## src/rtl/tdm_pkg.sv

```systemverilog
// tdm_pkg: definitions shared by the TDM mux (transmit) and demux (receive)
// ends of the board link, so both sides agree on framing.
//   state_e          receiver framing state (HUNT / RUN)
//   DEF_N_CH, DEF_W  default slot count per frame and lane width
//   slot_w()         width of a slot counter for n slots
package tdm_pkg;

  localparam int DEF_N_CH = 8;
  localparam int DEF_W    = 1;

  typedef enum logic {
    HUNT = 1'b0,
    RUN  = 1'b1
  } state_e;

  // A one-slot frame still needs a 1-bit counter; $clog2(1) would give 0.
  function automatic int slot_w(input int n);
    return (n < 2) ? 1 : $clog2(n);
  endfunction

endpackage

```

## src/rtl/tdm_slot_ctr.sv

```systemverilog
// tdm_slot_ctr: slot index counter for the TDM demux.
//   clk, resetn  clock, asynchronous active-low reset (counter -> 0)
//   clr_i        return to slot 0 (highest priority)
//   load1_i      jump to slot 1 (slot 0 was just consumed by a sync)
//   inc_i        advance to the next slot
//   slot_o       current slot index
//   last_o       high when slot_o is the final slot of the frame
// The counter never wraps by overflow; the owner clears it on the last slot.
module tdm_slot_ctr
  import tdm_pkg::*;
#(
  parameter int N_CH   = DEF_N_CH,
  parameter int SLOT_W = slot_w(N_CH)
) (
  input  logic              clk,
  input  logic              resetn,
  input  logic              clr_i,
  input  logic              load1_i,
  input  logic              inc_i,
  output logic [SLOT_W-1:0] slot_o,
  output logic              last_o
);

  logic [SLOT_W-1:0] slot_q;
  logic [SLOT_W-1:0] slot_d;

  always_comb begin
    slot_d = slot_q;
    if (clr_i) begin
      slot_d = '0;
    end else if (load1_i) begin
      slot_d = SLOT_W'(1);
    end else if (inc_i) begin
      slot_d = slot_q + SLOT_W'(1);
    end
  end

  always_ff @(posedge clk or negedge resetn) begin
    if (!resetn) begin
      slot_q <= '0;
    end else begin
      slot_q <= slot_d;
    end
  end

  assign slot_o = slot_q;
  assign last_o = (slot_q == SLOT_W'(N_CH - 1));

endmodule

```

## src/rtl/tdm_demux.sv

```systemverilog
// tdm_demux: receive end of the TDM link. Captures N_CH slots of W bits into a
// shadow register and publishes the whole frame at once on dout.
//   clk, resetn  clock, asynchronous active-low reset
//   en           slot strobe; din/sync are valid in any cycle where en=1.
//                There is no back-pressure: every strobed slot is consumed.
//   sync         frame marker, qualified by en, present only in slot 0
//   din          slot data (W bits)
//   dout         published frame, channel k at dout[k*W +: W]
//   frame_vld    one-cycle pulse: dout updated on this edge
//   sync_err     one-cycle pulse: framing violation seen
//   locked       FSM state bit (1 = RUN, 0 = HUNT); doubles as state debug
module tdm_demux
  import tdm_pkg::*;
#(
  parameter int N_CH = DEF_N_CH,
  parameter int W    = DEF_W
) (
  input  logic            clk,
  input  logic            resetn,
  input  logic            en,
  input  logic            sync,
  input  logic [W-1:0]    din,
  output logic [N_CH*W-1:0] dout,
  output logic            frame_vld,
  output logic            sync_err,
  output logic            locked
);

  localparam int SLOT_W = slot_w(N_CH);
  // The last slot goes straight to dout, so only N_CH-1 slots need shadowing.
  localparam int SH_W   = (N_CH - 1) * W;

  state_e              state_q, state_d;
  logic [SH_W-1:0]     shadow_q, shadow_d;
  logic [N_CH*W-1:0]   dout_q, dout_d;
  logic                frame_vld_q, frame_vld_d;
  logic                sync_err_q, sync_err_d;

  logic                ctr_clr, ctr_load1, ctr_inc;
  logic [SLOT_W-1:0]   slot;
  logic                slot_last;

  tdm_slot_ctr #(
    .N_CH   (N_CH),
    .SLOT_W (SLOT_W)
  ) u_slot_ctr (
    .clk     (clk),
    .resetn  (resetn),
    .clr_i   (ctr_clr),
    .load1_i (ctr_load1),
    .inc_i   (ctr_inc),
    .slot_o  (slot),
    .last_o  (slot_last)
  );

  always_comb begin
    state_d     = state_q;
    shadow_d    = shadow_q;
    dout_d      = dout_q;
    frame_vld_d = 1'b0;
    sync_err_d  = 1'b0;
    ctr_clr     = 1'b0;
    ctr_load1   = 1'b0;
    ctr_inc     = 1'b0;

    if (en) begin
      unique case (state_q)
        HUNT: begin
          if (sync) begin
            shadow_d[0 +: W] = din;
            ctr_load1        = 1'b1;
            state_d          = RUN;
          end
        end
        RUN: begin
          if (slot == '0) begin
            if (sync) begin
              shadow_d[0 +: W] = din;
              ctr_load1        = 1'b1;
            end else begin
              // Lost framing: drop lock, capture nothing, wait for a sync.
              sync_err_d = 1'b1;
              ctr_clr    = 1'b1;
              state_d    = HUNT;
            end
          end else if (sync) begin
            // Sync arrived early: abandon the partial frame and treat this
            // slot as slot 0 of a new one. dout is left untouched.
            sync_err_d       = 1'b1;
            shadow_d[0 +: W] = din;
            ctr_load1        = 1'b1;
          end else if (slot_last) begin
            dout_d      = {din, shadow_q};
            frame_vld_d = 1'b1;
            ctr_clr     = 1'b1;
          end else begin
            shadow_d[int'(slot) * W +: W] = din;
            ctr_inc                       = 1'b1;
          end
        end
        default: begin
          state_d = HUNT;
          ctr_clr = 1'b1;
        end
      endcase
    end
  end

  always_ff @(posedge clk or negedge resetn) begin
    if (!resetn) begin
      state_q     <= HUNT;
      shadow_q    <= '0;
      dout_q      <= '0;
      frame_vld_q <= 1'b0;
      sync_err_q  <= 1'b0;
    end else begin
      state_q     <= state_d;
      shadow_q    <= shadow_d;
      dout_q      <= dout_d;
      frame_vld_q <= frame_vld_d;
      sync_err_q  <= sync_err_d;
    end
  end

  assign dout      = dout_q;
  assign frame_vld = frame_vld_q;
  assign sync_err  = sync_err_q;
  assign locked    = (state_q == RUN);

endmodule

```

## config.mk

```make
export PLATFORM = sky130hd
export DESIGN_NAME = tdm_demux
export DESIGN_NICKNAME = d
export VERILOG_FILES = /design/src/rtl/tdm_pkg.sv /design/src/rtl/tdm_slot_ctr.sv /design/src/rtl/tdm_demux.sv
export SDC_FILE = /design/constraint.sdc
export NUM_CORES = 1
export LEC_CHECK = 0
export BUFFER_PORTS_ARGS = -buffer_cell sky130_fd_sc_hd__buf_4
export CAP_MARGIN = 20
export CORE_MARGIN = 1.5
export CORE_UTILIZATION = 35
export CTS_BUF_LIST = sky130_fd_sc_hd__clkbuf_4 sky130_fd_sc_hd__clkbuf_8
export CTS_CLUSTER_DIAMETER = 60
export DETAILED_ROUTE_END_ITERATION = 16
export PLACE_DENSITY = 0.52
export SYNTH_ARGS = -nofsm -noshare
export SYNTH_HDL_FRONTEND = slang
export SYNTH_HIERARCHICAL = 1
export SYNTH_SLANG_ARGS = --single-unit
```

## constraint.sdc

```tcl
create_clock -name clk -period 6.3 [get_ports clk]
set_input_delay 0.315 -clock clk [delete_from_list [all_inputs] [get_ports clk]]
set_output_delay 0.315 -clock clk [all_outputs]
set_load 0.03 [all_outputs]
```

==> key figures <==
Status
  • Outcome: complete, no violations

Logic synthesis
  • Post-Syn Area: 1033 sq um
  • Ys Warns: 6
  • Top-count cell post-synth: dfrtp_1
  • Syn nets: 100
  • Synth area leader: dfrtp_1
  • FFs w/ async S/R, synth: 1.000
  • Top post-synthesis cells by count: dfrtp_1, mux2_2, inv_1
  • Cells after Synth: 89
  • Number of synthesized flops with an enable pin: 0
  • Synth area leaders: dfrtp_1, mux2_2, ha_1
  • Syn Area/Cell: 11.61 sq um
  • Netlist cell types: 25
  • Main synth FF type: dfrtp_1
  • Synth Register Bits: 21
  • Post-synth top area share: 0.5085
  • Register area share after synthesis: 0.5085

STA
  • Setup TNS: 0 ns
  • Final Cycle Share: 0.3506
  • Clk_skew: 0.005307 ns
  • Slew @ Worst Pin: 0.4666 ns
  • Hold_ws: 0.2298 ns
  • Final Critical Period: 2.209 ns
  • Worst Slack Setup Final: 4.091 ns
  • Max transition margin: 0.6880
  • RSZ-0062 raised after global routing: no
  • Fmax: 452.8 MHz
  • Slew Viols, Final: 0
  • Count of final hold-check violations: 0
  • Final setup vio count: 0

Global route
  • Largest net degree at the start of global routing: 22
  • Total Routing Usage GR: 0.1312
  • GRT overflow: 0
  • Initial antenna violation count: 0
  • First-pass GRT wire length: 3.339 mm
  • Vias in the first global route: 695

Pwr
  • Power share of the sequential group: 0.429
  • Total leakage power: 0.6180 nW
  • VDD IR max: 0.0001816 V
  • Combinational fraction of design power: 0.419
  • P_sw: 176.4 uW
  • PD cells: 379.0 nW/um^2
  • Clk pwr share: 0.152
  • Sw Share: 0.3816
  • Internal: 286.0 uW

Die
  • Die W: 57.34 um
  • Starting Density: 0.3716
  • I/O pin cnt: 16
  • Die ar.: 3288 sq um
  • Core ar.: 2781 sq um
  • Std-Cell Rows: 19
  • Die Span Y: 57.34 um

Layout
  • Finished Core Util: 0.4386
  • Layout area overhead: 18.04%
  • Fin nets: 120
  • Filler cells: 276
  • Fin cells: 139
  • N_diodes: 0
  • Layout cells sized above 1: 0.3148

CTS
  • H-tree depth: 1
  • CTS tree: done
  • Clock sink count: 21
  • Total CTS buffers: 3
  • Clock slew at reported path FFs: 0.12 ns
  • Clk buf depth: 2
  • Post-CTS Setup Bufs: 0
  • Root Driver: clkbuf_4
  • Latest clock arrival within the worst-skew pair: 0.30 ns

Detailed routing
  • Drt wl/cell: 13.81 um
  • Drt drc: 0
  • Antenna viol nets, final: 0
  • Initial DRT Pass Iterations: 4
  • Via Count: 719
  • DRT Wirelength: 1.920 mm
  • Initial DRC count: 12
  • Vias per cell: 5.173

Critical path
  • FF-to-FF End: shadow_q[2]$_DFFE_PN0P_
  • CP most frequent cell: ha_1
  • CP max stage delay: 0.46 ns
  • Worst path arrival time: 2.41 ns
  • Crit path max fanout: 7
  • Buffers and inverters on the worst path: 1
  • Reg2reg start: u_slot_ctr/slot_o[0]$_DFFE_PN0P_
  • Slowest cell on the critical path: dfrtp_1
  • CP Launch Type: register
  • CP top delay family: simple AND/OR/NAND/NOR gates
  • Crit end category: register
  • Register-to-Register Path Depth: 6
  • R2R setup slack: 4.09 ns
  • Crit path cell chain: inv_1, ha_1, ha_1, or3b_4, nor4_1, mux2_1
  • Levels on crit path: 6
  • WP data required: 6.50 ns
  • CP Class: register to register

Min path
  • Start point of the worst hold path: en
  • Hold EP: locked$_DFFE_PN0P_
  • Hold Crit Class: input port to register
  • Hold Crit Depth: 2

Placement
  • Routability Congestion: 0.7671
  • DP HPWL: 1.425 mm
  • Place WS: 4.060 ns
  • # placed instances: 134
  • Port bufs: 15

Run
  • Max-cap violations: 0
## through the flow
stage               power (mW)  instance area, sq um
floorplan               0.3426                  1033
global placement        0.3916                  1180
detailed placement      0.3973                  1180
CTS                     0.4690                  1220
global route            0.5036                  1220
finish                  0.4624                  1220
## power groups by stage
stage / logic, mW / clock network, mW / registers, mW
2_1_floorplan: 0.135 / 0 / 0.207
3_3_place_gp: 0.192 / 0 / 0.199
3_5_place_dp: 0.196 / 0 / 0.201
4_1_cts: 0.197 / 0.0740 / 0.198
5_1_grt: 0.220 / 0.0778 / 0.206
6_report: 0.194 / 0.0703 / 0.199
## worst max path at each step
stage / from / to / slack (ns)
detailed placement: u_slot_ctr/slot_o[0]$_DFFE_PN0P_ / dout[3]$_DFFE_PN0P_ / 4.06
global route: u_slot_ctr/slot_o[0]$_DFFE_PN0P_ / dout[6]$_DFFE_PN0P_ / 3.83
floorplan: u_slot_ctr/slot_o[0]$_DFFE_PN0P_ / shadow_q[2]$_DFFE_PN0P_ / 4.29
finish: u_slot_ctr/slot_o[0]$_DFFE_PN0P_ / shadow_q[2]$_DFFE_PN0P_ / 4.09
CTS: u_slot_ctr/slot_o[0]$_DFFE_PN0P_ / dout[2]$_DFFE_PN0P_ / 4.04
global placement: u_slot_ctr/slot_o[0]$_DFFE_PN0P_ / dout[3]$_DFFE_PN0P_ / 4.13
## state kept, by name, indices dropped and copies added, names as in the netlist
signal             flops
locked                 1
dout                   8
shadow_q               7
frame_vld              1
u_slot_ctr/slot_o      3
sync_err               1
## cell usage in the layout, fill, tap and decap left out, types with 3 or more instances in the layout
master / synthesis / layout
dfrtp_1: 21 / 21
buf_4: 0 / 15
mux2_2: 12 / 12
inv_1: 9 / 9
nor2_1: 6 / 6
ha_1: 6 / 6
nand2_1: 5 / 5
nor4_1: 4 / 4
clkbuf_4: 0 / 4
a21oi_1: 3 / 3
nor3_1: 3 / 3
## logic make-up (layout without fill, tap and decap cells)
family                   Yosys count  in the layout  share of synthesized area
AND/OR/NAND/NOR                   27             27                     0.1513
XOR/XNOR                           1              1                   0.008476
flip-flops                        21             21                     0.5085
AO/OA/AOI/OAI                      8              8                    0.04964
multiplexers                      16             16                     0.1719
buffers and inverters             10             29                    0.03752
adder cells (fa/ha/maj)            6              6                    0.07264
## area by class of cell
cell class,instances,area (sq um),share of cell area
sequential,21,525.5,0.4308
multi-input combinational,58,469.2,0.3846
timing repair buffer,16,122.6,0.1005
tap,31,38.79,0.03179
inverter,9,33.78,0.02769
clock buffer,4,30.03,0.02462
## what timing repair did
| item | in CTS | in global routing |
|---|---|---|
| hold endpoints to repair | 21 | 0 |
| hold buffers | 1 | 0 |
| endpoints found under the setup margin | 0 | 0 |
| resized for setup | 0 | 0 |
## routing by layer
metal | vias up | wire length, um | GRT usage
met5 | - | 0 | 0
met4 | 0 | 27 | 0.04983
met3 | 4 | 47 | 0.02041
met2 | 11 | 872 | 0.1899
met1 | 352 | 973 | 0.1971
li1 | 352 | - | -
(Power assumes the default switching activity.)
